`src/rtl/traffic_lights_cmd_gen_if.sv`:
```
// Host-request / command bus between a host, traffic_lights_cmd_gen and the traffic_lights block.
// Valid/ready: a request transfers on a rising clk_i edge where cfg_valid_i and cfg_ready_o are both 1.
interface traffic_lights_cmd_gen_if;
  logic        cfg_valid_i;
  logic        cfg_ready_o;
  logic [1:0]  cfg_mode_i;
  logic [15:0] green_i;
  logic [15:0] red_i;
  logic [15:0] yellow_i;
  logic [2:0]  cmd_type_o;
  logic        cmd_valid_o;
  logic [15:0] cmd_data_o;
  logic        busy_o;
  logic        err_o;
  logic [2:0]  dbg_state;

  modport master (
    output cfg_valid_i, cfg_mode_i, green_i, red_i, yellow_i,
    input  cfg_ready_o, cmd_type_o, cmd_valid_o, cmd_data_o, busy_o, err_o, dbg_state
  );

  modport slave (
    input  cfg_valid_i, cfg_mode_i, green_i, red_i, yellow_i,
    output cfg_ready_o, cmd_type_o, cmd_valid_o, cmd_data_o, busy_o, err_o, dbg_state
  );
endinterface

```
`src/rtl/traffic_lights_cmd_gen.sv`:
```
// Turns one host request into the OFF / SET_* / ON command sequence for the traffic_lights block.
// Optional duration/mode range check is enabled by defining TL_CMD_RANGE_CHECK_EN.
module traffic_lights_cmd_gen #(
  parameter int unsigned OFF_HOLD = 10,
  parameter int unsigned DUR_MAX  = 1000
) (
  input  logic                     clk_i,
  input  logic                     rst_ni,
  traffic_lights_cmd_gen_if.slave  cfg
);

  typedef enum logic [2:0] {
    ST_IDLE     = 3'd0,
    ST_OFF_HOLD = 3'd1,
    ST_SET_G    = 3'd2,
    ST_SET_R    = 3'd3,
    ST_SET_Y    = 3'd4,
    ST_ON       = 3'd5,
    ST_SINGLE   = 3'd6
  } state_e;

  localparam logic [1:0] MODE_LOAD_RUN = 2'd0;
  localparam logic [1:0] MODE_OFF      = 2'd1;
  localparam logic [1:0] MODE_BLINK    = 2'd2;

  localparam logic [2:0] CMD_ON        = 3'd0;
  localparam logic [2:0] CMD_OFF       = 3'd1;
  localparam logic [2:0] CMD_NOTRANS   = 3'd2;
  localparam logic [2:0] CMD_SET_GREEN = 3'd3;
  localparam logic [2:0] CMD_SET_RED   = 3'd4;
  localparam logic [2:0] CMD_SET_YEL   = 3'd5;

  // Last counter value of the OFF hold; OFF_HOLD=0 behaves as 1 and the 16-bit counter never wraps.
  localparam logic [15:0] HOLD_LAST =
    (OFF_HOLD <= 1)     ? 16'd0 :
    (OFF_HOLD > 65536)  ? 16'hFFFF :
                          16'(OFF_HOLD - 1);

  state_e      state_q, state_d;
  logic [15:0] hold_q, hold_d;
  logic [1:0]  mode_q;
  logic [15:0] green_q, red_q, yellow_q;
  logic        single_cmd_q;
  logic        accept;
  logic        reject;

  assign accept = cfg.cfg_valid_i && (state_q == ST_IDLE);

`ifdef TL_CMD_RANGE_CHECK_EN
  logic err_q;

  assign reject = (cfg.cfg_mode_i == 2'd3) ||
                  ((cfg.cfg_mode_i == MODE_LOAD_RUN) &&
                   ((32'(cfg.green_i)  > DUR_MAX) ||
                    (32'(cfg.red_i)    > DUR_MAX) ||
                    (32'(cfg.yellow_i) > DUR_MAX)));

  always_ff @(posedge clk_i or negedge rst_ni) begin
    if (!rst_ni) begin
      err_q <= 1'b0;
    end else if (accept) begin
      err_q <= reject;
    end
  end

  assign cfg.err_o = (state_q == ST_SINGLE) && err_q;
`else
  logic dur_max_unused;

  assign reject         = 1'b0;
  assign dur_max_unused = (DUR_MAX == 0);
  assign cfg.err_o      = 1'b0;
`endif

  // Request fields are captured once at acceptance; the running sequence only sees these copies.
  always_ff @(posedge clk_i or negedge rst_ni) begin
    if (!rst_ni) begin
      mode_q       <= MODE_LOAD_RUN;
      green_q      <= '0;
      red_q        <= '0;
      yellow_q     <= '0;
      single_cmd_q <= 1'b0;
    end else if (accept) begin
      mode_q       <= cfg.cfg_mode_i;
      green_q      <= cfg.green_i;
      red_q        <= cfg.red_i;
      yellow_q     <= cfg.yellow_i;
      single_cmd_q <= !reject &&
                      ((cfg.cfg_mode_i == MODE_OFF) || (cfg.cfg_mode_i == MODE_BLINK));
    end
  end

  always_ff @(posedge clk_i or negedge rst_ni) begin
    if (!rst_ni) begin
      state_q <= ST_IDLE;
      hold_q  <= '0;
    end else begin
      state_q <= state_d;
      hold_q  <= hold_d;
    end
  end

  // Zero durations skip their SET_* step, so each exit picks the next non-zero field.
  always_comb begin
    state_d = state_q;
    hold_d  = hold_q;
    case (state_q)
      ST_IDLE: begin
        if (accept) begin
          hold_d = '0;
          if ((cfg.cfg_mode_i == MODE_LOAD_RUN) && !reject) begin
            state_d = ST_OFF_HOLD;
          end else begin
            state_d = ST_SINGLE;
          end
        end
      end
      ST_OFF_HOLD: begin
        if (hold_q == HOLD_LAST) begin
          if (green_q != '0) begin
            state_d = ST_SET_G;
          end else if (red_q != '0) begin
            state_d = ST_SET_R;
          end else if (yellow_q != '0) begin
            state_d = ST_SET_Y;
          end else begin
            state_d = ST_ON;
          end
        end else begin
          hold_d = hold_q + 16'd1;
        end
      end
      ST_SET_G: begin
        if (red_q != '0) begin
          state_d = ST_SET_R;
        end else if (yellow_q != '0) begin
          state_d = ST_SET_Y;
        end else begin
          state_d = ST_ON;
        end
      end
      ST_SET_R: begin
        state_d = (yellow_q != '0) ? ST_SET_Y : ST_ON;
      end
      ST_SET_Y:  state_d = ST_ON;
      ST_ON:     state_d = ST_IDLE;
      ST_SINGLE: state_d = ST_IDLE;
      default:   state_d = ST_IDLE;
    endcase
  end

  // Outputs decode the state register only, so an asynchronous reset clears them immediately.
  always_comb begin
    cfg.cmd_valid_o = 1'b0;
    cfg.cmd_type_o  = CMD_ON;
    cfg.cmd_data_o  = '0;
    case (state_q)
      ST_OFF_HOLD: begin
        cfg.cmd_valid_o = 1'b1;
        cfg.cmd_type_o  = CMD_OFF;
      end
      ST_SET_G: begin
        cfg.cmd_valid_o = 1'b1;
        cfg.cmd_type_o  = CMD_SET_GREEN;
        cfg.cmd_data_o  = green_q;
      end
      ST_SET_R: begin
        cfg.cmd_valid_o = 1'b1;
        cfg.cmd_type_o  = CMD_SET_RED;
        cfg.cmd_data_o  = red_q;
      end
      ST_SET_Y: begin
        cfg.cmd_valid_o = 1'b1;
        cfg.cmd_type_o  = CMD_SET_YEL;
        cfg.cmd_data_o  = yellow_q;
      end
      ST_ON: begin
        cfg.cmd_valid_o = 1'b1;
        cfg.cmd_type_o  = CMD_ON;
      end
      ST_SINGLE: begin
        if (single_cmd_q) begin
          cfg.cmd_valid_o = 1'b1;
          cfg.cmd_type_o  = (mode_q == MODE_BLINK) ? CMD_NOTRANS : CMD_OFF;
        end
      end
      default: begin
        cfg.cmd_valid_o = 1'b0;
      end
    endcase
  end

  assign cfg.cfg_ready_o = (state_q == ST_IDLE);
  assign cfg.busy_o      = (state_q != ST_IDLE);
  assign cfg.dbg_state   = state_q;

endmodule

```
`src/flat_wrapper.sv`:
```
// flat-port wrapper written by rule: the top's interface ports become plain ports
module traffic_lights_cmd_gen_flat 
#(
  parameter int unsigned OFF_HOLD = 10,
  parameter int unsigned DUR_MAX  = 1000
)
  (clk_i, rst_ni, cfg_cfg_valid_i, cfg_cfg_mode_i, cfg_green_i, cfg_red_i, cfg_yellow_i, cfg_cfg_ready_o, cfg_cmd_type_o, cfg_cmd_valid_o, cfg_cmd_data_o, cfg_busy_o, cfg_err_o, cfg_dbg_state);
  traffic_lights_cmd_gen_if cfg_i ();
  input  logic clk_i;
  input  logic rst_ni;
  input wire logic [$bits(cfg_i.cfg_valid_i)-1:0] cfg_cfg_valid_i;
  input wire logic [$bits(cfg_i.cfg_mode_i)-1:0] cfg_cfg_mode_i;
  input wire logic [$bits(cfg_i.green_i)-1:0] cfg_green_i;
  input wire logic [$bits(cfg_i.red_i)-1:0] cfg_red_i;
  input wire logic [$bits(cfg_i.yellow_i)-1:0] cfg_yellow_i;
  output wire logic [$bits(cfg_i.cfg_ready_o)-1:0] cfg_cfg_ready_o;
  output wire logic [$bits(cfg_i.cmd_type_o)-1:0] cfg_cmd_type_o;
  output wire logic [$bits(cfg_i.cmd_valid_o)-1:0] cfg_cmd_valid_o;
  output wire logic [$bits(cfg_i.cmd_data_o)-1:0] cfg_cmd_data_o;
  output wire logic [$bits(cfg_i.busy_o)-1:0] cfg_busy_o;
  output wire logic [$bits(cfg_i.err_o)-1:0] cfg_err_o;
  output wire logic [$bits(cfg_i.dbg_state)-1:0] cfg_dbg_state;
  assign cfg_i.cfg_valid_i = cfg_cfg_valid_i;
  assign cfg_i.cfg_mode_i = cfg_cfg_mode_i;
  assign cfg_i.green_i = cfg_green_i;
  assign cfg_i.red_i = cfg_red_i;
  assign cfg_i.yellow_i = cfg_yellow_i;
  assign cfg_cfg_ready_o = cfg_i.cfg_ready_o;
  assign cfg_cmd_type_o = cfg_i.cmd_type_o;
  assign cfg_cmd_valid_o = cfg_i.cmd_valid_o;
  assign cfg_cmd_data_o = cfg_i.cmd_data_o;
  assign cfg_busy_o = cfg_i.busy_o;
  assign cfg_err_o = cfg_i.err_o;
  assign cfg_dbg_state = cfg_i.dbg_state;
  traffic_lights_cmd_gen #(.OFF_HOLD(OFF_HOLD), .DUR_MAX(DUR_MAX)) u_core (.clk_i(clk_i), .rst_ni(rst_ni), .cfg(cfg_i));
endmodule
```
`config.mk`:
```
export PLATFORM = sky130hd
export DESIGN_NAME = traffic_lights_cmd_gen_flat
export DESIGN_NICKNAME = d
export VERILOG_FILES = /design/src/rtl/traffic_lights_cmd_gen_if.sv /design/src/rtl/traffic_lights_cmd_gen.sv /design/src/flat_wrapper.sv
export SDC_FILE = /design/constraint.sdc
export NUM_CORES = 1
export LEC_CHECK = 0
export BUFFER_PORTS_ARGS = -buffer_cell sky130_fd_sc_hd__buf_2
export CAP_MARGIN = 20
export CORE_MARGIN = 1.5
export CORE_UTILIZATION = 32
export DETAILED_ROUTE_END_ITERATION = 16
export PLACE_DENSITY = 0.62
export SLEW_MARGIN = 20
export SYNTH_ARGS = -nofsm -noshare
export SYNTH_HDL_FRONTEND = slang
export SYNTH_SLANG_ARGS = --single-unit
```
`constraint.sdc`:
```
create_clock -name clk_i -period 2.73 [get_ports clk_i]
set_clock_uncertainty 0.15 [all_clocks]
set_input_delay 0.273 -clock clk_i [delete_from_list [all_inputs] [get_ports clk_i]]
set_output_delay 0.273 -clock clk_i [all_outputs]
set_load 0.01 [all_outputs]
```
==> summary.txt, run 1 <==
Synth
  • Post-Synth Adder-Cell Area: 0.0107
  • Ys flop type: dfrtp_1
  • Top cell type's share of synthesized area: 0.499
  • Ys async rst share: 1.00
  • Syn Nets: 372
  • Yosys top cell by area: dfrtp_1
  • Largest family of logic cells by synthesized area: multiplexers
  • Number of synthesized flops with an enable pin: 0
  • Post-Syn Instances: about 320
  • Syn_area_per_cell: about 11 µm²
  • Cell variety after synth: 42
  • Synth Area in Simple Gates: 0.151
  • Multiplexer area fraction after synthesis: 0.209
  • XOR/XNOR share of the synthesized area: 0.0249
  • Seq/Total Area, Yosys: 0.499
  • Synth Cell Area: between 0.003 and 0.004 mm²
  • Compound-Gate Fraction of Synth Area: 0.0712
  • Ys Warns: 0
  • Synth top area cells: dfrtp_1, mux2_2, mux2i_1
  • Synthesized flop and latch total: 70

STA
  • Final WS setup: roughly 0.36 ns
  • RSZ-0062 raised after global routing: false
  • Slew at the pin with the worst max-slew slack: roughly 0.88 ns
  • Final hold violations: 0
  • Slew headroom: 0.412
  • Fin crit share: 0.868
  • Final Max Tran Viols: 0
  • Hold_ws: approximately 0.0099 ns
  • Final-report setup violation count: 0
  • Setup tns final: 0 ns
  • Max Freq: around 420 MHz
  • Fin crit period: between 2 and 2.5 ns

Worst setup path
  • Max incr delay on CP: roughly 0.7 ns
  • FF-to-FF Start: u_core.cfg.dbg_state[1]
  • Crit path capture type: output port
  • Worst path slowest cell: dfrtp_1
  • Max FO, Critical Path: 15
  • Critical path class: register to output port
  • R2r setup slk: between 0.5 and 0.6 ns
  • Worst EP required: 2.31 ns
  • Worst-path cell chain: inv_1, nor2_1, buf_4, nand2_1, o21ai_0, buf_2
  • CP startpoint: u_core.cfg.dbg_state[2]
  • Startpoint type of the worst setup path: register
  • Arrival time worst endpoint: 1.95 ns

Power
  • Power, Total: ~4.5 mW
  • Power per Cell Area: ~1000 mW/mm²
  • Leakage: a little under 2 nW
  • Maximum vdd ir drop: roughly 0.0005 V

Clock network
  • Clk Latency, worst-skew pair: between 0.3 and 0.4 ns
  • Clock sinks: 70
  • Clock buffer depth: 2
  • Root Buffer: clkbuf_8
  • CTS buffer count: 9
  • Post-CTS Setup Inserts: 0
  • H-tree depth: 3
  • Clock slew at reported path FFs: about 0.070 ns
  • CTS tree: yes

GRT
  • Vias in the first global route: between 2,000 and 3,000
  • Largest net degree at the start of global routing: 50
  • Global-route wire length before repair: 14.2 mm
  • Total gr overflow: 0
  • Initial antenna violation count: 0
  • Total track usage: 0.160

Finish
  • Post-Layout Cell Count: 551
  • Fin util: 0.403
  • Post-route cell area: between 0.004 and 0.005 mm²
  • Most frequent cells in the layout: buf_2, dfrtp_1, mux2_2
  • Layout area overhead: 23.8%
  • Layout net count: 464
  • Commonest non-fill, non-tap cell in the layout: buf_2
  • Ant. Diodes: 0
  • Layout cells sized above 1: 0.365

Routing
  • Drt total wl: between 8 and 9 mm
  • Drt wl/cell: 15.6 µm
  • Vias: ~2,800
  • Pre-antenna DRT Iters: 4
  • Vias per inst: about 5
  • DRC viols: 0
  • Iter 0 DRT Violations: ~180
  • Final ANT Viol Nets: 0

Place
  • Place WS: about 0.54 ns
  • Placed cell count: between 500 and 600
  • Routability cong.: approximately 0.85
  • Dpl hpwl: ~6.5 mm
  • Area post-placement: 0.00405 mm²
  • Port Buffer Count: 77

Floorplanning
  • Core ar.: 0.0108 mm²
  • Die area: roughly 0.012 mm²
  • Die Span Y: between 100 and 150 µm
  • Std-Cell Rows: 38
  • Ports: 79
  • Width of the die: between 100 and 150 µm
  • Starting density of the core: 0.326

Run status
  • Outcome: completed

Hold path
  • Min-Delay Path Class: input pin to register
  • Hold_sp: cfg_yellow_i[4]

Job
  • Max Cap Viol: 0
-- worst max-delay path: cells and delay by family, from the launching register on --
family	cells	cell delay (ns)
simple gates	2	0.23
buf+inv	3	0.61
flops	1	0.68
compound gates	1	0.09
-- cell usage after synthesis, types with 4 or more instances --
library cell	instances
mux2_2	50
o21ai_0	24
xor2_1	9
nand4_1	11
and3_1	4
mux2i_1	17
dfrtp_1	70
buf_2	10
inv_1	8
a21oi_1	7
nor4_1	13
and4_1	5
nand2_1	27
nor2_1	17
clkbuf_1	4
-- flip-flops by register name, summed over array words and instances, names as in the netlist --
register,cells
u_core.single_cmd_q,1
u_core.cfg.dbg_state,3
u_core.green_q,16
u_core.mode_q,2
u_core.yellow_q,16
u_core.red_q,16
u_core.hold_q,16
-- power breakdown --
group,leakage [nW],internal [mW],switching [mW]
combinational,1.01,0.921,0.938
sequential,0.862,1.47,0.406
clock,0.0821,0.342,0.371
total,1.95,2.74,1.72
-- per-layer routing --
metal / global-route usage / share of wire / vias up
met4: 0.0432 / 0.012 / 0
met5: 0 / 0 / -
met1: 0.219 / 0.46 / 1365
met2: 0.245 / 0.46 / 92
li1: - / - / 1327
met3: 0.0496 / 0.073 / 10
-- worst paths after layout --
path | endpoint | cells after the start
max | cfg_cmd_data_o[0] | 6
min | u_core.yellow_q[4] | 2
max reg2reg | u_core.hold_q[13] | 5
min reg2reg | u_core.mode_q[0] | 1
max in group asynchronous | u_core.green_q[11] | 3
min in group asynchronous | u_core.mode_q[1] | 2
-- logic make-up (layout without fill, tap and decap cells) --
logic type | Yosys count | after routing
AOI/OAI and AO/OA | 43 | 43
xor gates and xnor gates | 10 | 10
adders and majority gates | 3 | 3
buffers and inverters | 25 | 120
DFF | 70 | 70
muxes | 67 | 67
other | 1 | 1
and+or+nand+nor | 97 | 97
-- timing repair --
action / in CTS / in global routing
endpoints found under the hold margin: 42 / 9
endpoints found under the setup margin: 0 / 2
gates resized for setup: 0 / 1
hold buffers: 5 / 9
-- area by class of cell --
cell class,instances,area [µm²]
sequential,70,1750
multi-input combinational,221,1650
clock buffer,12,145
clock inverter,2,10.0
timing repair buffer,98,591
inverter,8,30.0
fill,1054,6440
tap,140,175
(Power assumes the default switching activity.)
==> run 2: changes to the inputs <==
- HOLD_SLACK_MARGIN: unset -> 0.08
- SKIP_CTS_REPAIR_TIMING: unset -> 1
==> run 2 against run 1 <==
  * Worst setup slack lost 0.0088 ns
  * Sequential cell count is the same
  * Worst hold slack gained 0.25 ns
  * Clock-buffer cell count is the same
  * Total power grew 1.3%
==> summary.txt, run 2 (synthesized netlist as in run 1, its figures left out) <==
Worst setup path
  • Arrival time worst endpoint: 1.96 ns (was 1.95 ns)
  • Critical R2R Capture: u_core.hold_q[13] (unchanged)
  • R2r setup slk: 0.58 ns (was 0.59 ns)
  • FF-to-FF Start: u_core.cfg.dbg_state[1] (unchanged)
  • Crit path capture type: output port (unchanged)
  • Worst EP required: 2.31 ns (about the same)
  • Max FO, Critical Path: 15 (unchanged)
  • Critical path class: register to output port (unchanged)
  • Startpoint type of the worst setup path: register (unchanged)
  • Reg2Reg Depth: 5 (unchanged)

Hold path
  • Min-Delay Path Class: input pin to register (unchanged)
  • Sink of the worst hold path: u_core.cfg.dbg_state[0] (was u_core.yellow_q[4])
  • Hold depth: 4 (was 2)
  • Hold_sp: cfg_cfg_valid_i (was cfg_yellow_i[4])

Finish
  • Fill count: 1,026 (was 1,054)
  • Layout area overhead: 34.3% (was 23.8%)
  • Layout net count: 501 (was 464)
  • Post-Layout Cell Count: 588 (was 551)
  • Ant. Diodes: 0 (unchanged)
  • Most frequent cells in the layout: buf_2, dfrtp_1, dlygate4sd3_1 (was buf_2, dfrtp_1, mux2_2)
  • Commonest non-fill, non-tap cell in the layout: buf_2 (unchanged)
  • Layout cells sized above 1: 0.335 (was 0.365)

Routing
  • Vias per inst: 4.98 (was 5.07)
  • Pre-antenna DRT Iters: 4 (unchanged)
  • Iter 0 DRT Violations: 159 (was 176)
  • DRC viols: 0 (unchanged)
  • Final ANT Viol Nets: 0 (unchanged)
  • Drt wl/cell: 15.4 µm (was 15.6 µm)
  • Drt total wl: 9.03 mm (was 8.57 mm)
  • Vias: 2,930 (was 2,794)

Place
  • Place WS: 0.541 ns (unchanged)
  • Dpl hpwl: 6.53 mm (unchanged)
  • Placed cell count: 523 (unchanged)
  • Port Buffer Count: 77 (unchanged)
  • Routability cong.: 0.852 (unchanged)

Floorplanning
  • Starting density of the core: 0.326 (unchanged)
  • Std-Cell Rows: 38 (unchanged)
  • Die Span Y: 108 µm (unchanged)
  • Core ar.: 0.0108 mm² (unchanged)
  • Width of the die: 108 µm (unchanged)
  • Ports: 79 (unchanged)
  • Die area: 0.0116 mm² (unchanged)

STA
  • Fin crit share: 0.871 (was 0.868)
  • Final hold violations: 0 (unchanged)
  • Hold_ws: 0.260 ns (was 0.00986 ns)
  • Fin crit period: 2.38 ns (was 2.37 ns)
  • Final Max Tran Viols: 0 (unchanged)
  • Max Freq: 420 MHz (was 422 MHz)
  • RSZ-0062 raised after global routing: false (unchanged)
  • Setup tns final: 0 ns (unchanged)
  • Final-report setup violation count: 0 (unchanged)
  • Final WS setup: 0.352 ns (was 0.361 ns)
  • Slew headroom: 0.401 (was 0.412)
  • Slew at the pin with the worst max-slew slack: 0.899 ns (was 0.881 ns)

Run status
  • Outcome: completed (unchanged)

Clock network
  • Root Buffer: clkbuf_8 (unchanged)
  • Clock sinks: 70 (unchanged)
  • CTS buffer count: 9 (unchanged)
  • CTS tree: yes (unchanged)
  • Clk Latency, worst-skew pair: 0.34 ns (about the same)
  • Clock slew at reported path FFs: 0.07 ns (about the same)
  • H-tree depth: 3 (unchanged)
  • Clock buffer depth: 2 (unchanged)

GRT
  • Largest net degree at the start of global routing: 50 (unchanged)
  • Total gr overflow: 0 (unchanged)
  • Initial antenna violation count: 0 (unchanged)
  • Vias in the first global route: 2,750 (was 2,758)
  • Global-route wire length before repair: 14.2 mm (about the same)
  • Total track usage: 0.160 (about the same)

Power
  • Maximum vdd ir drop: 0.000472 V (was 0.000493 V)
  • Leakage: 2.10 nW (was 1.95 nW)
  • Power per Cell Area: 956 mW/mm² (was 1020 mW/mm²)

Job
  • Max Cap Viol: 0 (unchanged)
## run 2: changes by cell type in the layout (fill, tap and decap cells not counted), sizes merged
cell         change
dlygate4sd3     +37
## run 2: cell type report
class / count / area, µm² / share of cell area
Tap cell: 140 / 175 / 0.0371
Multi-Input combinational cell: 221 / 1650 / 0.349
Clock buffer: 12 / 145 / 0.0308
Sequential cell: 70 / 1750 / 0.371
Clock inverter: 2 / 10.0 / 0.00212
Inverter: 8 / 30.0 / 0.00636
Timing Repair Buffer: 135 / 961 / 0.204
## run 2: power by group
part | internal, mW | leakage [nW] | switching (mW) | total [mW]
clock | 0.342 | 0.0821 | 0.373 | 0.715
sequential | 1.47 | 0.862 | 0.410 | 1.88
combinational | 0.956 | 1.16 | 0.957 | 1.91
## run 2: worst max-delay path by stage
stage	startpoint	end	cells past startpoint
floorplan	u_core.cfg.dbg_state[1]	u_core.green_q[0]	7
global placement	u_core.cfg.dbg_state[2]	cfg_cmd_type_o[2]	4
detailed placement	u_core.cfg.dbg_state[2]	cfg_cmd_type_o[2]	4
CTS	u_core.cfg.dbg_state[2]	cfg_cmd_type_o[2]	4
global route	u_core.cfg.dbg_state[2]	cfg_cmd_data_o[11]	6
finish	u_core.cfg.dbg_state[2]	cfg_cmd_data_o[7]	6
## run 2: critical path, stage by stage (launching register included)
cell	delay (ns)
dfrtp_1	0.68
inv_1	0.21
nor2_1	0.14
buf_4	0.23
nand2_1	0.07
o21ai_0	0.09
buf_2	0.18
## run 2: layer usage
| metal | GRT usage | routed length (µm) | vias to the layer above |
|---|---|---|---|
| li1 | - | - | 1401 |
| met3 | 0.0496 | 529 | 10 |
| met5 | 0 | 0 | - |
| met1 | 0.218 | 4060 | 1426 |
| met4 | 0.0432 | 99 | 0 |
| met2 | 0.246 | 4340 | 93 |
## run 2: metrics by stage
step / util / power (mW) / area [µm²]
5_1_grt: 0.437 / 4.84 / 4720
4_1_cts: 0.390 / 4.48 / 4210
3_3_place_gp: 0.375 / 3.71 / 4050
3_5_place_dp: 0.375 / 3.75 / 4050
2_1_floorplan: - / 3.08 / 3510
6_report: 0.437 / 4.51 / 4720
